===== src/rtl/io_port_ctrl.sv =====
// Memory-mapped I/O controller sitting between the load/store path and data memory.
// Decodes addresses into output ports, synchronised input ports, edge status/mask, or memory.
module io_port_ctrl #(
    parameter int                     ADDR_W      = 8,
    parameter int                     OUT_PORTS   = 8,
    parameter int                     IN_PORTS    = 2,
    parameter int                     IN_BASE     = 8,
    parameter int                     SYNC_STAGES = 2,
    parameter logic [OUT_PORTS-1:0]   OUT_RESET   = '0
) (
    input  logic                  clk,
    input  logic                  rst_n,
    input  logic [ADDR_W-1:0]     addr,
    input  logic                  wr_en,
    input  logic                  rd_en,
    input  logic [31:0]           wr_data,
    input  logic [IN_PORTS-1:0]   in_pins,
    output logic [OUT_PORTS-1:0]  out_pins,
    output logic                  mem_we,
    output logic                  sel_port_read,
    output logic [31:0]           rd_data,
    output logic                  irq
);

    localparam logic [31:0] STAT_ADDR = 32'(IN_BASE + IN_PORTS);
    localparam logic [31:0] MASK_ADDR = 32'(IN_BASE + IN_PORTS + 1);

    logic [31:0] addr_ext;
    assign addr_ext = 32'(addr);

    logic [OUT_PORTS-1:0]                  out_q, out_d, out_sel;
    logic [SYNC_STAGES-1:0][IN_PORTS-1:0]  sync_q;
    logic [IN_PORTS-1:0]                   sync_last, prev_q, edge_det;
    logic [IN_PORTS-1:0]                   flags_q, flags_d, mask_q, mask_d;
    logic [IN_PORTS-1:0]                   in_sel, clr;
    logic                                  is_out, is_in, is_stat, is_mask, is_port;

    // One-hot per-bit decode doubles as the read mux select and the store enable.
    genvar gi;
    generate
        for (gi = 0; gi < OUT_PORTS; gi++) begin : g_out
            assign out_sel[gi] = (addr_ext == 32'(gi));
            assign out_d[gi]   = (wr_en && out_sel[gi]) ? wr_data[0] : out_q[gi];
        end
        for (gi = 0; gi < IN_PORTS; gi++) begin : g_in
            assign in_sel[gi] = (addr_ext == 32'(IN_BASE + gi));
        end
    endgenerate

    assign is_out  = |out_sel;
    assign is_in   = |in_sel;
    assign is_stat = (addr_ext == STAT_ADDR);
    assign is_mask = (addr_ext == MASK_ADDR);
    assign is_port = is_out | is_in | is_stat | is_mask;

    assign mem_we        = wr_en & ~is_port;
    assign sel_port_read = rd_en & is_port;

    assign sync_last = sync_q[SYNC_STAGES-1];
    assign edge_det  = sync_last ^ prev_q;

    // Write-1-to-clear; a coincident edge re-sets the flag so no event is lost.
    assign clr     = (wr_en && is_stat) ? wr_data[IN_PORTS-1:0] : '0;
    assign flags_d = (flags_q & ~clr) | edge_det;
    assign mask_d  = (wr_en && is_mask) ? wr_data[IN_PORTS-1:0] : mask_q;

    always_ff @(posedge clk or negedge rst_n) begin
        if (!rst_n) begin
            out_q   <= OUT_RESET;
            sync_q  <= '0;
            prev_q  <= '0;
            flags_q <= '0;
            mask_q  <= '0;
        end else begin
            out_q   <= out_d;
            sync_q  <= {sync_q[SYNC_STAGES-2:0], in_pins};
            prev_q  <= sync_last;
            flags_q <= flags_d;
            mask_q  <= mask_d;
        end
    end

    always_comb begin
        rd_data = '0;
        if (sel_port_read) begin
            if (is_out)
                rd_data[0] = |(out_sel & out_q);
            else if (is_in)
                rd_data[0] = |(in_sel & sync_last);
            else if (is_stat)
                rd_data[IN_PORTS-1:0] = flags_q;
            else
                rd_data[IN_PORTS-1:0] = mask_q;
        end
    end

    assign out_pins = out_q;
    assign irq      = |(flags_q & mask_q);

    // Only the low bits of the store word carry port data.
    logic unused_wr_bits;
    assign unused_wr_bits = &{1'b0, wr_data[31:IN_PORTS]};

endmodule


===== config.mk =====
export PLATFORM = sky130hd
export DESIGN_NAME = io_port_ctrl
export DESIGN_NICKNAME = d
export VERILOG_FILES = /design/src/rtl/io_port_ctrl.sv
export SDC_FILE = /design/constraint.sdc
export NUM_CORES = 1
export LEC_CHECK = 0
export BUFFER_PORTS_ARGS = -buffer_cell sky130_fd_sc_hd__buf_4
export CORE_ASPECT_RATIO = 1.5
export CORE_MARGIN = 2
export CORE_UTILIZATION = 35
export DETAILED_ROUTE_END_ITERATION = 8
export GPL_TIMING_DRIVEN = 0
export PLACE_DENSITY = 0.78
export SYNTH_ARGS = -nofsm -noshare
export SYNTH_HDL_FRONTEND = slang
export SYNTH_SLANG_ARGS = --single-unit

===== constraint.sdc =====
create_clock -name clk -period 1.6 [get_ports clk]
set_input_delay 0.32 -clock clk [delete_from_list [all_inputs] [get_ports clk]]
set_output_delay 0.32 -clock clk [all_outputs]
set_load 0.005 [all_outputs]

; ---- Word-level counts from Yosys, hierarchy flattened
; Index checks and enable logic that the tools add are counted.
[classes]
mux = 7
reduce_logical = 16
n_bitwise = 13
n_eq_ne = 11
[op_table]
columns = cell, n
row1 = "8-bit by 3-bit equality test with 1-bit output, second input constant", 4
row2 = "8-bit by 4-bit equality test with 1-bit output, second input constant", 4
row3 = 32-bit logical NOT, 1
row4 = "8-bit by 2-bit equality test with 1-bit output, second input constant", 2
row5 = 8-bit OR reduction, 2
row6 = 1-bit logical AND, 10
row7 = 8-bit bitwise AND, 1
row8 = "8-bit by 1-bit equality test with 1-bit output, second input constant", 1
row9 = 2-bit bitwise AND, 3
row10 = 2-bit 2-to-1 mux, 3
row11 = 2-bit OR reduction, 3
row12 = 1-bit 2-to-1 mux, 4
row13 = 1-bit bitwise OR, 3
row14 = 1-bit bitwise AND, 2
row15 = 2-bit NOT, 1
row16 = 2-bit bitwise OR, 1
row17 = 2-bit XOR, 1
row18 = 1-bit NOT, 1
[word_totals]
register_bits = 18
output_inout_bits = 43
input_bits = 46
wordCells = 60

; ---- Depth between registers and ports, before layout
[depth]
ltp_word = 7
depth_mapped = 5
ltp_nobuf = 4

; ---- Worst setup path after synthesis
; OpenSTA, ideal clock, no wires.
[synth_path]
kind = input to output
startpoint = in addr[5]
endpoint = out rd_data[1]
n_path_buf = 0
required_ps = 1280
t_arrival_ps = 1449
path_slack_ps = -169
path_stages = 3
path_cell_list = or4_4 nor3_1 nor4b_1
[synth_between]
elab_chain_len = 7
[synth_rtl]
columns = item, line
row1 = "start, declared", 13  ; input logic [ADDR_W-1:0] addr,
row2 = "32-bit logical NOT, or another cell as far along", 42  ; assign out_sel[gi] = (addr_ext == 32'(gi));
row3 = 8-bit OR reduction / 2-bit OR reduction (equally long branches), "50, 51"
row4 = 1-bit bitwise OR (3 in series), 54  ; assign is_port = is_out | is_in | is_stat | is_mask;
row5 = 1-bit bitwise AND, 57  ; assign sel_port_read = rd_en & is_port;
row6 = 2-bit 2-to-1 mux (*), 85  ; if (sel_port_read) begin
row7 = "end, declared", 21  ; output logic [31:0] rd_data,
; Every way passes the cells marked *; elsewhere a longest branch is shown, timed or not.

; ---- Final worst setup path
[layout_path]
startpoint = reg out_q[2], in the netlist out_pins[2]
endpoint = out rd_data[0]
[layout_between]
elab_chain_len = 4
[layout_rtl]
columns = item, line
row1 = "start, declared", 31  ; logic [OUT_PORTS-1:0] out_q, out_d, out_sel;
row2 = "start signal, assigned", 75  ; out_q <= out_d;
row3 = 8-bit bitwise AND, 87  ; rd_data[0] = |(out_sel & out_q);
row4 = 8-bit OR reduction, 87
row5 = 1-bit 2-to-1 mux, 86  ; if (is_out)
row6 = 2-bit 2-to-1 mux, 85
; No other way between the ends.

==> results by group <==
Timing
  – Final WS setup: -340 ps
  – Final Slew Violations: 0
  – Final-report hold violation count: 0
  – Crit path time final: 1940 ps
  – Crit share post-route: 121%
  – Fin Hold WS: 174 ps
  – Setup Viol. Count Final: 13
  – RSZ-0062 raised after global routing: yes
  – Clock skew: 0.576 ps
  – Max Clock Freq: 515 MHz

Worst hold path
  – Worst Hold Class: in -> reg

Synthesis
  – #FFs+latches synth: 18
  – Yosys top cell area share: 39.7%
  – Post-synth top flop: dfrtp_1
  – Post-synth top cells: buf_4, dfrtp_1, mux2_2
  – Asr flop ratio synth: 100%
  – Synth area leader: dfrtp_1
  – Post-Syn Area per Cell: 10.4 µm²
  – Post-synth cell types: 31
  – Ys Warns: 0
  – Count leader, synth: buf_4
  – Top cells by area, synth: dfrtp_1, buf_4, mux2_2, mux2i_1, nor3_1
  – Post-synth EDFFs: 0
  – Mapped Area: 1130 µm²
  – Seq/Total Area, Yosys: 39.7%
  – Syn Inst Count: 109

Place
  – Placer Congestion: 0.760
  – Hpwl dp: 1.68 mm
  – Dpl cell area: 1520 µm²
  – Dpl cells: 205
  – Dpl ws: -405 ps
  – # port buffers: 27

Worst setup path
  – Crit path launch type: flop
  – CP Class: reg -> out
  – CP bufs+invs: 1
  – Reg2Reg Depth: 3
  – Crit path required time: 1280 ps
  – Largest delay share family, worst path: multiplexers
  – Crit-path max cell delay: 480 ps
  – CP Launch Point: out_pins[2]
  – R2R Path Start: out_pins[2]
  – Flop2flop setup slack: 570 ps
  – Critical path destination: rd_data[0]
  – Slowest CP cell: mux4_2
  – Critical Path Fanout Max: 2
  – Setup crit end kind: output port
  – Cell chain of the critical path: mux2i_2 > mux4_2 > a211oi_2 > a41o_1 > buf_4
  – WP depth: 5
  – Crit path arrival time: 1620 ps
  – Reg-to-Reg End: out_pins[2]

Route
  – DRC: 0
  – DR WL/cell: 11.2 µm
  – Via/cell ratio: 4.25
  – First-pass iteration count of the detailed router: 4
  – Post-Route WL: 2.45 mm
  – DRT antenna net count: 0
  – Initial DRC Count: 9
  – Via count: 931

Finish
  – Layout cells sized above 1: 53.1%
  – Finished Cell Area: 1730 µm²
  – P&R area growth vs syn: 52.0%
  – Ant. Diodes: 0
  – Final non-filler cell total: 219
  – Layout Utilization: 55.2%
  – Fillcell total: 281
  – NumNets Final: 226

GRT
  – Aggregate global routing overflow: 0
  – Overall routing resource usage: 13.1%
  – Vias in the first global route: 823
  – Initial antenna violation count: 0
  – Largest net degree at the start of global routing: 19
  – First-pass GRT wire length: 3.71 mm

CTS
  – CTS clk-pin slew, worst paths: 60 ps
  – H-tree Lvls: 1
  – CTS tree: done
  – Clock buffer depth: 2
  – Clock tree sinks: 18
  – CTS Buf Count: 3
  – Skew-Pair Late Insertion Delay: 250 ps
  – CTS root buf: clkbuf_8

Die
  – Die Footprint: 3720 µm²
  – Core Box Area: 3130 µm²
  – IO Pins: 89
  – Initial Utilization: 36.3%
  – Row Count: 25
  – Die W: 50.5 µm
  – Chip height: 73.7 µm

Power and ir drop
  – Maximum VDD drop: 0.000643 V
  – Leak: 0.904 nW
  – Pwr Density: 628 nW/µm²

Outcome
  – Failing checks: setup timing
  – Status: finished with violations

Flow run
  – Max Cap Viol: 0
## where the power goes
group / leakage (nW) / switching (mW) / internal (mW)
sequential: 0.225 / 0.0135 / 0.475
combinational: 0.650 / 0.0981 / 0.136
clock: 0.0288 / 0.142 / 0.218
## per-layer routing
metal | vias up | share of wire [%] | global-route usage (%)
li1 | 457 | - | -
met1 | 427 | 38 | 14.7
met2 | 42 | 52 | 23.8
met5 | - | 0 | 0
met3 | 5 | 8.2 | 3.25
met4 | 0 | 1.2 | 4.50
## cell families after synthesis
group                  Yosys count  synth area share, %
flip-flops                      18                 39.7
XOR/XNOR                         2                 1.54
AO/OA/AOI/OAI                    8                 4.96
multiplexers                    15                 15.4
buffers and inverters           36                 22.2
other                            1                0.330
AND/OR/NAND/NOR                 29                 15.9
## how the worst min path moves through the flow
stage / startpoint / endpoint / slack (ps) / cells after the start
after global routing: in_pins[1] / sync_q[1] / 160 / 1
after floorplan: rst_n / flags_q[0] / 20 / 0
after CTS: in_pins[1] / sync_q[1] / 170 / 1
after global placement: rst_n / out_pins[0] / 190 / 1
final: in_pins[1] / sync_q[1] / 170 / 1
after detailed placement: rst_n / out_pins[0] / 200 / 1
## metrics by stage
step / setup TNS, ps / power (mW)
after floorplan: -981 / 0.620
after global placement: -3850 / 0.693
after detailed placement: -3980 / 0.695
after CTS: -1710 / 1.09
after global routing: -2710 / 1.14
final: -2090 / 1.08
## final cells by class
cell class / count / area, µm² / share of cell area (%)
Buffer: 33 / 249 / 14.4
Clock buffer: 4 / 55.1 / 3.19
Inverter: 3 / 15.0 / 0.870
Multi-Input combinational cell: 84 / 611 / 35.4
Sequential cell: 18 / 450 / 26.1
Tap cell: 40 / 50.0 / 2.90
Timing Repair Buffer: 37 / 295 / 17.1
## layout by cell type (no fill, tap or decap), drive strengths merged
cell	instances
a211oi	1
a21o	2
a21oi	2
a22o	1
a41o	1
and2	1
and3b	2
buf	68
clkbuf	5
clkinvlp	1
conb	30
dfrtp	18
dlygate4sd3	1
inv	2
mux2	10
mux2i	4
mux4	1
nand2	2
nand2b	3
nand3	3
nand3b	2
nor2	3
nor2b	1
nor3	6
nor4	3
nor4b	1
o21ai	1
or2	1
or4	1
xor2	2
## registers in the layout (all words and copies together) (netlist names)
register and cells:
mask_q 2, flags_q 2, out_pins 8, prev_q 2, sync_last 2, sync_q 2
## timing repair
action / 4_1_cts / 5_1_grt
endpoints found under the hold margin: 18 / 0
gates resized for setup: 16 / 2
endpoints found under the setup margin: 12 / 14
hold buffers: 1 / 0
pin swaps: 3 / 2
buffers inserted: 7 / 2
No activity file was read; power rests on OpenSTA's default activity.
